$ cat src/rtl/vga_pattern_gen.sv
// vga_pattern_gen: parametrised video timing generator with four test patterns.
// Ports: vga_clk/sys_rst (sync, active-high); mode_sel, solid_rgb pattern
// controls (latched at frame end); hsync, vsync, rgb_valid, pix_x, pix_y,
// rgb_red/green/blue, frame_start, all registered one cycle after counters.
module vga_pattern_gen #(
   parameter int H_SYNC   = 96,
   parameter int H_BACK   = 48,
   parameter int H_ACTIVE = 640,
   parameter int H_FRONT  = 16,
   parameter int V_SYNC   = 2,
   parameter int V_BACK   = 33,
   parameter int V_ACTIVE = 480,
   parameter int V_FRONT  = 10,
   parameter int SYNC_POL = 0,
   parameter int GRID     = 32,
   parameter int CNT_W    = 12
) (
   input  logic             vga_clk,
   input  logic             sys_rst,
   input  logic [1:0]       mode_sel,
   input  logic [23:0]      solid_rgb,
   output logic             hsync,
   output logic             vsync,
   output logic             rgb_valid,
   output logic [CNT_W-1:0] pix_x,
   output logic [CNT_W-1:0] pix_y,
   output logic [7:0]       rgb_red,
   output logic [7:0]       rgb_green,
   output logic [7:0]       rgb_blue,
   output logic             frame_start
);

   localparam int H_TOTAL = H_SYNC + H_BACK + H_ACTIVE + H_FRONT;
   localparam int V_TOTAL = V_SYNC + V_BACK + V_ACTIVE + V_FRONT;
   localparam int HA0     = H_SYNC + H_BACK;
   localparam int VA0     = V_SYNC + V_BACK;
   localparam int BAR_W   = H_ACTIVE / 8;

   localparam logic [CNT_W-1:0] C_H_LAST   = CNT_W'(H_TOTAL - 1);
   localparam logic [CNT_W-1:0] C_V_LAST   = CNT_W'(V_TOTAL - 1);
   localparam logic [CNT_W-1:0] C_HS       = CNT_W'(H_SYNC);
   localparam logic [CNT_W-1:0] C_VS       = CNT_W'(V_SYNC);
   localparam logic [CNT_W-1:0] C_HA0      = CNT_W'(HA0);
   localparam logic [CNT_W-1:0] C_HA1      = CNT_W'(HA0 + H_ACTIVE);
   localparam logic [CNT_W-1:0] C_VA0      = CNT_W'(VA0);
   localparam logic [CNT_W-1:0] C_VA1      = CNT_W'(VA0 + V_ACTIVE);
   localparam logic [CNT_W-1:0] C_HA_LAST  = CNT_W'(HA0 + H_ACTIVE - 1);
   localparam logic [CNT_W-1:0] C_VA_LAST  = CNT_W'(VA0 + V_ACTIVE - 1);
   localparam logic [CNT_W-1:0] C_BAR_LAST = CNT_W'(BAR_W - 1);
   localparam logic [CNT_W-1:0] C_G_LAST   = CNT_W'(GRID - 1);
   localparam logic             C_POL      = (SYNC_POL != 0);

   logic [CNT_W-1:0] r_h_cnt;
   logic [CNT_W-1:0] r_v_cnt;
   logic [CNT_W-1:0] r_bar_px;
   logic [2:0]       r_bar_idx;
   logic [CNT_W-1:0] r_gx;
   logic [CNT_W-1:0] r_gy;
   logic [1:0]       r_mode;
   logic [23:0]      r_solid;

   logic             w_h_wrap;
   logic             w_v_wrap;
   logic             w_h_act;
   logic             w_v_act;
   logic             w_act;
   logic [CNT_W-1:0] w_px;
   logic [CNT_W-1:0] w_py;
   logic [23:0]      w_bar;
   logic [23:0]      w_rgb;

   assign w_h_wrap = (r_h_cnt == C_H_LAST);
   assign w_v_wrap = (r_v_cnt == C_V_LAST);
   assign w_h_act  = (r_h_cnt >= C_HA0) && (r_h_cnt < C_HA1);
   assign w_v_act  = (r_v_cnt >= C_VA0) && (r_v_cnt < C_VA1);
   assign w_act    = w_h_act && w_v_act;
   assign w_px     = r_h_cnt - C_HA0;
   assign w_py     = r_v_cnt - C_VA0;

   // Bar and grid phase counters track the current counter state; they sit
   // at 0 outside active video so the first active pixel/line starts at 0.
   always_ff @(posedge vga_clk) begin
      if (sys_rst) begin
         r_h_cnt   <= '0;
         r_v_cnt   <= '0;
         r_bar_px  <= '0;
         r_bar_idx <= '0;
         r_gx      <= '0;
         r_gy      <= '0;
         r_mode    <= '0;
         r_solid   <= '0;
      end else begin
         r_h_cnt <= w_h_wrap ? '0 : r_h_cnt + 1'b1;
         if (w_h_wrap) begin
            r_v_cnt <= w_v_wrap ? '0 : r_v_cnt + 1'b1;
         end
         if (w_h_act && (r_h_cnt != C_HA_LAST)) begin
            if (r_bar_px == C_BAR_LAST) begin
               r_bar_px  <= '0;
               r_bar_idx <= r_bar_idx + 1'b1;
            end else begin
               r_bar_px <= r_bar_px + 1'b1;
            end
            r_gx <= (r_gx == C_G_LAST) ? '0 : r_gx + 1'b1;
         end else begin
            r_bar_px  <= '0;
            r_bar_idx <= '0;
            r_gx      <= '0;
         end
         if (w_h_wrap) begin
            if (w_v_act && (r_v_cnt != C_VA_LAST)) begin
               r_gy <= (r_gy == C_G_LAST) ? '0 : r_gy + 1'b1;
            end else begin
               r_gy <= '0;
            end
         end
         if (w_h_wrap && w_v_wrap) begin
            r_mode  <= mode_sel;
            r_solid <= solid_rgb;
         end
      end
   end

   always_comb begin
      w_bar = 24'h000000;
      unique case (r_bar_idx)
         3'd0: w_bar = 24'hFFFFFF;
         3'd1: w_bar = 24'hFFFF00;
         3'd2: w_bar = 24'h00FFFF;
         3'd3: w_bar = 24'h00FF00;
         3'd4: w_bar = 24'hFF00FF;
         3'd5: w_bar = 24'hFF0000;
         3'd6: w_bar = 24'h0000FF;
         3'd7: w_bar = 24'h000000;
      endcase
      w_rgb = 24'h000000;
      if (w_act) begin
         unique case (r_mode)
            2'd0: w_rgb = w_bar;
            2'd1: w_rgb = {3{w_px[7:0]}};
            2'd2: w_rgb = ((r_gx == '0) || (r_gy == '0)) ? 24'hFFFFFF : 24'h000000;
            2'd3: w_rgb = r_solid;
         endcase
      end
   end

   always_ff @(posedge vga_clk) begin
      if (sys_rst) begin
         hsync       <= ~C_POL;
         vsync       <= ~C_POL;
         rgb_valid   <= 1'b0;
         pix_x       <= '0;
         pix_y       <= '0;
         rgb_red     <= '0;
         rgb_green   <= '0;
         rgb_blue    <= '0;
         frame_start <= 1'b0;
      end else begin
         hsync       <= (r_h_cnt < C_HS) ? C_POL : ~C_POL;
         vsync       <= (r_v_cnt < C_VS) ? C_POL : ~C_POL;
         rgb_valid   <= w_act;
         pix_x       <= w_act ? w_px : '0;
         pix_y       <= w_act ? w_py : '0;
         rgb_red     <= w_rgb[23:16];
         rgb_green   <= w_rgb[15:8];
         rgb_blue    <= w_rgb[7:0];
         frame_start <= (r_h_cnt == '0) && (r_v_cnt == '0);
      end
   end

endmodule

$ cat config.mk
export PLATFORM = sky130hd
export DESIGN_NAME = vga_pattern_gen
export DESIGN_NICKNAME = d
export VERILOG_FILES = /design/src/rtl/vga_pattern_gen.sv
export SDC_FILE = /design/constraint.sdc
export NUM_CORES = 1
export LEC_CHECK = 0
export CORE_AREA = 2 2 119 121
export CTS_BUF_LIST = sky130_fd_sc_hd__clkbuf_4
export DETAILED_ROUTE_END_ITERATION = 10
export DIE_AREA = 0 0 121 123
export GPL_TIMING_DRIVEN = 0
export PLACE_DENSITY = 0.78
export SLEW_MARGIN = 20
export SYNTH_ARGS = -nofsm -noshare
export SYNTH_HDL_FRONTEND = slang
export SYNTH_SLANG_ARGS = --single-unit
$ cat constraint.sdc
create_clock -name vga_clk -period 4.4 [get_ports vga_clk]
set_input_delay 1.32 -clock vga_clk [delete_from_list [all_inputs] [get_ports vga_clk]]
set_output_delay 1.32 -clock vga_clk [all_outputs]
set_load 0.01 [all_outputs]
* After elaboration in Yosys (flattened, before gate mapping)
Memory sizes are Yosys's and may differ from the RTL's. A register that Yosys moved wholly into a read port is not among the register bits.
Cells that the tools add are included.
** Cells by class
- Add/subtract/negate cells :: 8
- Bitwise gates (word level) :: 2
- Reductions and logical operators :: 18
- Muxes and demuxes :: 9
- Equal/unequal tests :: 10
- Magnitude comparators :: 6
** Operator list (number)
- $pmux 24 s4 :: 1
- $add 12x1->12 const B :: 5
- $logic_not 12->1 :: 4
- $mux 12 :: 3
- $eq 12x10->1 const B :: 2
- $eq 12x5->1 const B :: 2
- $lt 12x10->1 const B :: 2
- $mux 24 :: 1
- $ne 12x10->1 const B :: 2
- $eq 12x7->1 const B :: 1
- $ge 12x6->1 const B :: 1
- $ge 12x8->1 const B :: 1
- $lt 12x2->1 const B :: 1
- $lt 12x7->1 const B :: 1
- $sub 12x6->12 const B :: 1
- $sub 12x8->12 const B :: 1
- $logic_and 1x1->1 :: 7
- $mux 3 :: 2
- $reduce_or 2->1 :: 3
- $reduce_or 3->1 :: 2
- $eq 2x2->1 const B :: 2
- $add 3x1->3 const B :: 1
- $eq 2x1->1 const B :: 1
- $logic_not 2->1 :: 1
- 3 further kinds :: 5
** Storage, ports and cells
- Bits in registers :: 141
- Output and inout bits :: 52
- Memory bits (read-only) :: 192
- Memories kept :: 1
- Input port bits :: 28
** Memory list
- (name not given) :: depth 8, width 24, rd ports 1, clocked after memory_dff 1, write ports 0, RTL line 126 : unique case (r_bar_idx)

* Logic depth before layout (Yosys ltp)
- Depth after elaboration :: 6
- Gate-level depth with buffers :: 9

* Worst setup path after synthesis
No wires, ideal clock.
- Kind :: input to register
- From :: input port sys_rst
- To :: register pix_y[6]
- Stages on the path :: 7
- Data required time :: 4335 ps
- Slack :: 1651 ps
- Buffers on the path :: 2
- Arrival :: 2684 ps
- Cells stage by stage :: nor3_1 > o21a_1 > o21ai_0 > or4_1 > buf_2 > buf_2 > nor2_1
** On the way
- Longest elaborated chain between the ends :: 1
** Ends and longest elaborated chain
- start, declared :: RTL line 19 : input logic sys_rst,
- $reduce_or 2->1 (no source line)
- end signal, assigned :: RTL line 163 : pix_y <= w_act ? w_py : '0;
- end, declared :: RTL line 26 : output logic [CNT_W-1:0] pix_y,
No other way between the ends.
A chain may end at the register's enable or synchronous reset.

* Worst setup path after layout
- From :: input port sys_rst
- To :: register rgb_blue[2]
** On the way
- Longest elaborated chain between the ends :: 1
** Ends and longest elaborated chain
- $reduce_or 2->1 (no source line)
- end signal, assigned :: RTL line 166 : rgb_blue <= w_rgb[7:0];
- end, declared :: RTL line 29 : output logic [7:0] rgb_blue,
No other way between the ends.

==> flow_summary.toml <==
[sta]
relSlewSlack = 0.460
slew_viol_final = 0
finClkSkew_ps = 23.6
rsz0062_at_grt = "false"
period_minus_slack_ps = 3040
setup_slack_ps = 1360
worst_pin_slew_ps = 807
hold_viol_final = 0
max_freq_mhz = 329
post-route-period-util = 0.691
setup-tns-final_ps = 0
holdWs_ps = 452
setup_viol = 0

[yosys]
synth-edff-count = 0
netlist_area_sq_um = 5960
syn-mean-instance-area_sq_um = 8.49
synth_fp_nets = 744
postSynthCellCount = 702
yosysSeqAreaShare = 0.484
ys_async_sr_fraction = 0
yosysWarnings = 0
synth_ff_type = "dfxtp_1"
ys_ff_latch = 144
synth.distinct_cells = 50

[layout]
syn2layout_area_growth_pct = 23.4
fin_util = 0.540
final_common_cell = "dfxtp_1"
mostFrequentLayoutCells = "dfxtp_1, nor2_1, nand2_1, clkdlybuf4s50_1, a21oi_1"
final_layout_size_suffix_gt1_frac = 0.0566
layout.nets = 842
final_cells = 994
fin_area_sq_um = 7350

[floorplan]
die_area_sq_um = 14900
floorplan.initialDensity = 0.438
core_area_sq_um = 13600
die_h_um = 123
io_pins = 80
dieWidth_um = 121
rows = 43

[power]
power_switching_mw = 0.518
power_frac_comb = 0.024
pwr-share-seq = 0.538
pwr-share-clk = 0.438
intPower_mw = 1.92
ir_worst_vdd_mv = 0.185
leakage_nw = 2.63
switching_share = 0.212
power_density_nw_per_um2 = 332
power.total_mw = 2.44

[clock_network]
cts_hold_buffers = 0
insertion_delay_ps = 580
cts_sinks = 144
clk_root_buffer_cell = "clkbuf_4"
cts.path.max_buffers = 2
cts_tree = "built"
cts_setup_buffers = 0
cts_resized = 0
clkSlewWorstSetupHoldPaths_ps = 120
h-tree-depth = 4
cts-buffers-inserted = 17

[routing]
ant_nets = 0
wl_per_cell_um = 13.9
routed_wl_um = 13800
vias = 5017
first_iter_violations = 374
first_pass_iters = 5
routed_via_density = 5.05
drc = 0

[flow_run]
drv_cap = 0

[placement]
dp_hpwl_um = 9750
gp_congestion = 0.849
portBuffers = 79
dpl_cell_area_sq_um = 6970
dp.cells = 961
pre_cts_ws_ps = 789

[grt]
grt_max_degree = 17
grtUsageMet1 = 0.243
grtUsageMet3 = 0.0466
grt_pass1_vias = 4637
antenna_found_initial = 1
grtUsageMet2 = 0.316
overflow = 0
grt_first_pass_wirelength_um = 22200
grt.total_usage = 0.192
grt_busiest_layer = "met2"

[hold_path]
hold_class = "reg -> reg"

[setup_path]
path_class = "in -> reg"
critical_path.startpoint_type = "primary input"
end_kind = "flip-flop"
cp_max_fo = 10
worstPathRequired_ps = 4880
cp.arrival_ps = 3530

[status]
run_status = "finished, final reports clean"
[layer usage]
metal  up-vias  share of wire
li1       2554              -
met1      2323           0.46
met4         0          0.016
met3        18          0.047
met5         -              0
met2       122           0.48
[cells by family after synthesis]
| logic type | after synthesis | share of synthesized area |
|---|---|---|
| AOI/OAI and AO/OA | 109 | 0.106 |
| DFF | 144 | 0.484 |
| other | 1 | 0.000630 |
| muxes | 1 | 0.00168 |
| buffers and inverters | 63 | 0.0418 |
| and+or+nand+nor | 314 | 0.254 |
| xor gates and xnor gates | 56 | 0.0823 |
| adders and majority gates | 14 | 0.0294 |
[critical path, cell delays in order]
cell             delay [ps]
clkdlybuf4s50_1         490
nor3_1                  270
o21a_1                  200
o21ai_0                 100
or4_1                   580
clkbuf_1                310
a21oi_1                 250
[cell type report]
| class | instances | area, sq um |
|---|---|---|
| fillers | 1260 | 6260 |
| flip-flops and latches | 144 | 2880 |
| multi-input cells | 495 | 2830 |
| repair buffers | 79 | 791 |
| clock inverters | 13 | 235 |
| well taps | 180 | 225 |
| plain buffers | 41 | 166 |
| clock buffers | 19 | 143 |
| inverters | 22 | 82.6 |
| diodes | 1 | 2.50 |
[worst paths after layout]
path                             startpoint     endpoint  slack (ps)  cells after the start
worst max-delay path                sys_rst  rgb_blue[2]        1360                      7
worst min-delay path            r_bar_px[0]  r_bar_px[0]         450                      1
worst max register to register   r_v_cnt[0]   rgb_red[1]        1470                      8
worst min register to register  r_bar_px[0]  r_bar_px[0]         450                      1
[power by group through the flow]
| stage | registers [mW] | logic [mW] | clock network (mW) |
|---|---|---|---|
| global placement | 1.34 | 0.0582 | 0 |
| CTS | 1.31 | 0.0590 | 1.08 |
| detailed placement | 1.34 | 0.0585 | 0 |
| floorplan | 1.34 | 0.0182 | 0 |
| global route | 1.31 | 0.0634 | 1.13 |
| finish | 1.31 | 0.0592 | 1.07 |
[synth_stat cells, types with 2 or more instances]
cell type / n / area, sq um
nand2_1: 91 / 342
inv_1: 22 / 82.6
xnor2_1: 32 / 280
or3_1: 5 / 31.3
a21oi_1: 54 / 270
nor2_1: 93 / 349
nand4_1: 14 / 87.6
nor4b_1: 4 / 35.0
and2_1: 15 / 93.8
nand3_1: 22 / 110
o21ai_1: 6 / 30.0
or4_4: 2 / 22.5
buf_2: 4 / 20.0
dfxtp_1: 144 / 2880
nor3_1: 17 / 85.1
or2_2: 3 / 18.8
o21ai_0: 20 / 100
nor2b_1: 3 / 18.8
and3_1: 12 / 75.1
a31oi_1: 14 / 87.6
nand4b_1: 3 / 26.3
buf_1: 8 / 30.0
nand3b_1: 2 / 15.0
nor3b_1: 3 / 22.5
nand2b_1: 10 / 62.6
a21boi_0: 2 / 15.0
xor2_1: 24 / 210
a211oi_4: 2 / 40.0
o21a_1: 2 / 15.0
clkbuf_1: 28 / 105
and4_1: 2 / 17.5
ha_1: 14 / 175
nor4_1: 7 / 43.8
or4_1: 2 / 15.0
[registers in the layout, indices dropped and copies added (netlist names), 12 cells and up]
register / flops
r_solid: 24
pix_x: 12
pix_y: 12
r_bar_px: 12
r_gx: 12
r_gy: 12
r_h_cnt: 12
r_v_cnt: 12
Note: power is estimated with default switching activity, not from simulation.
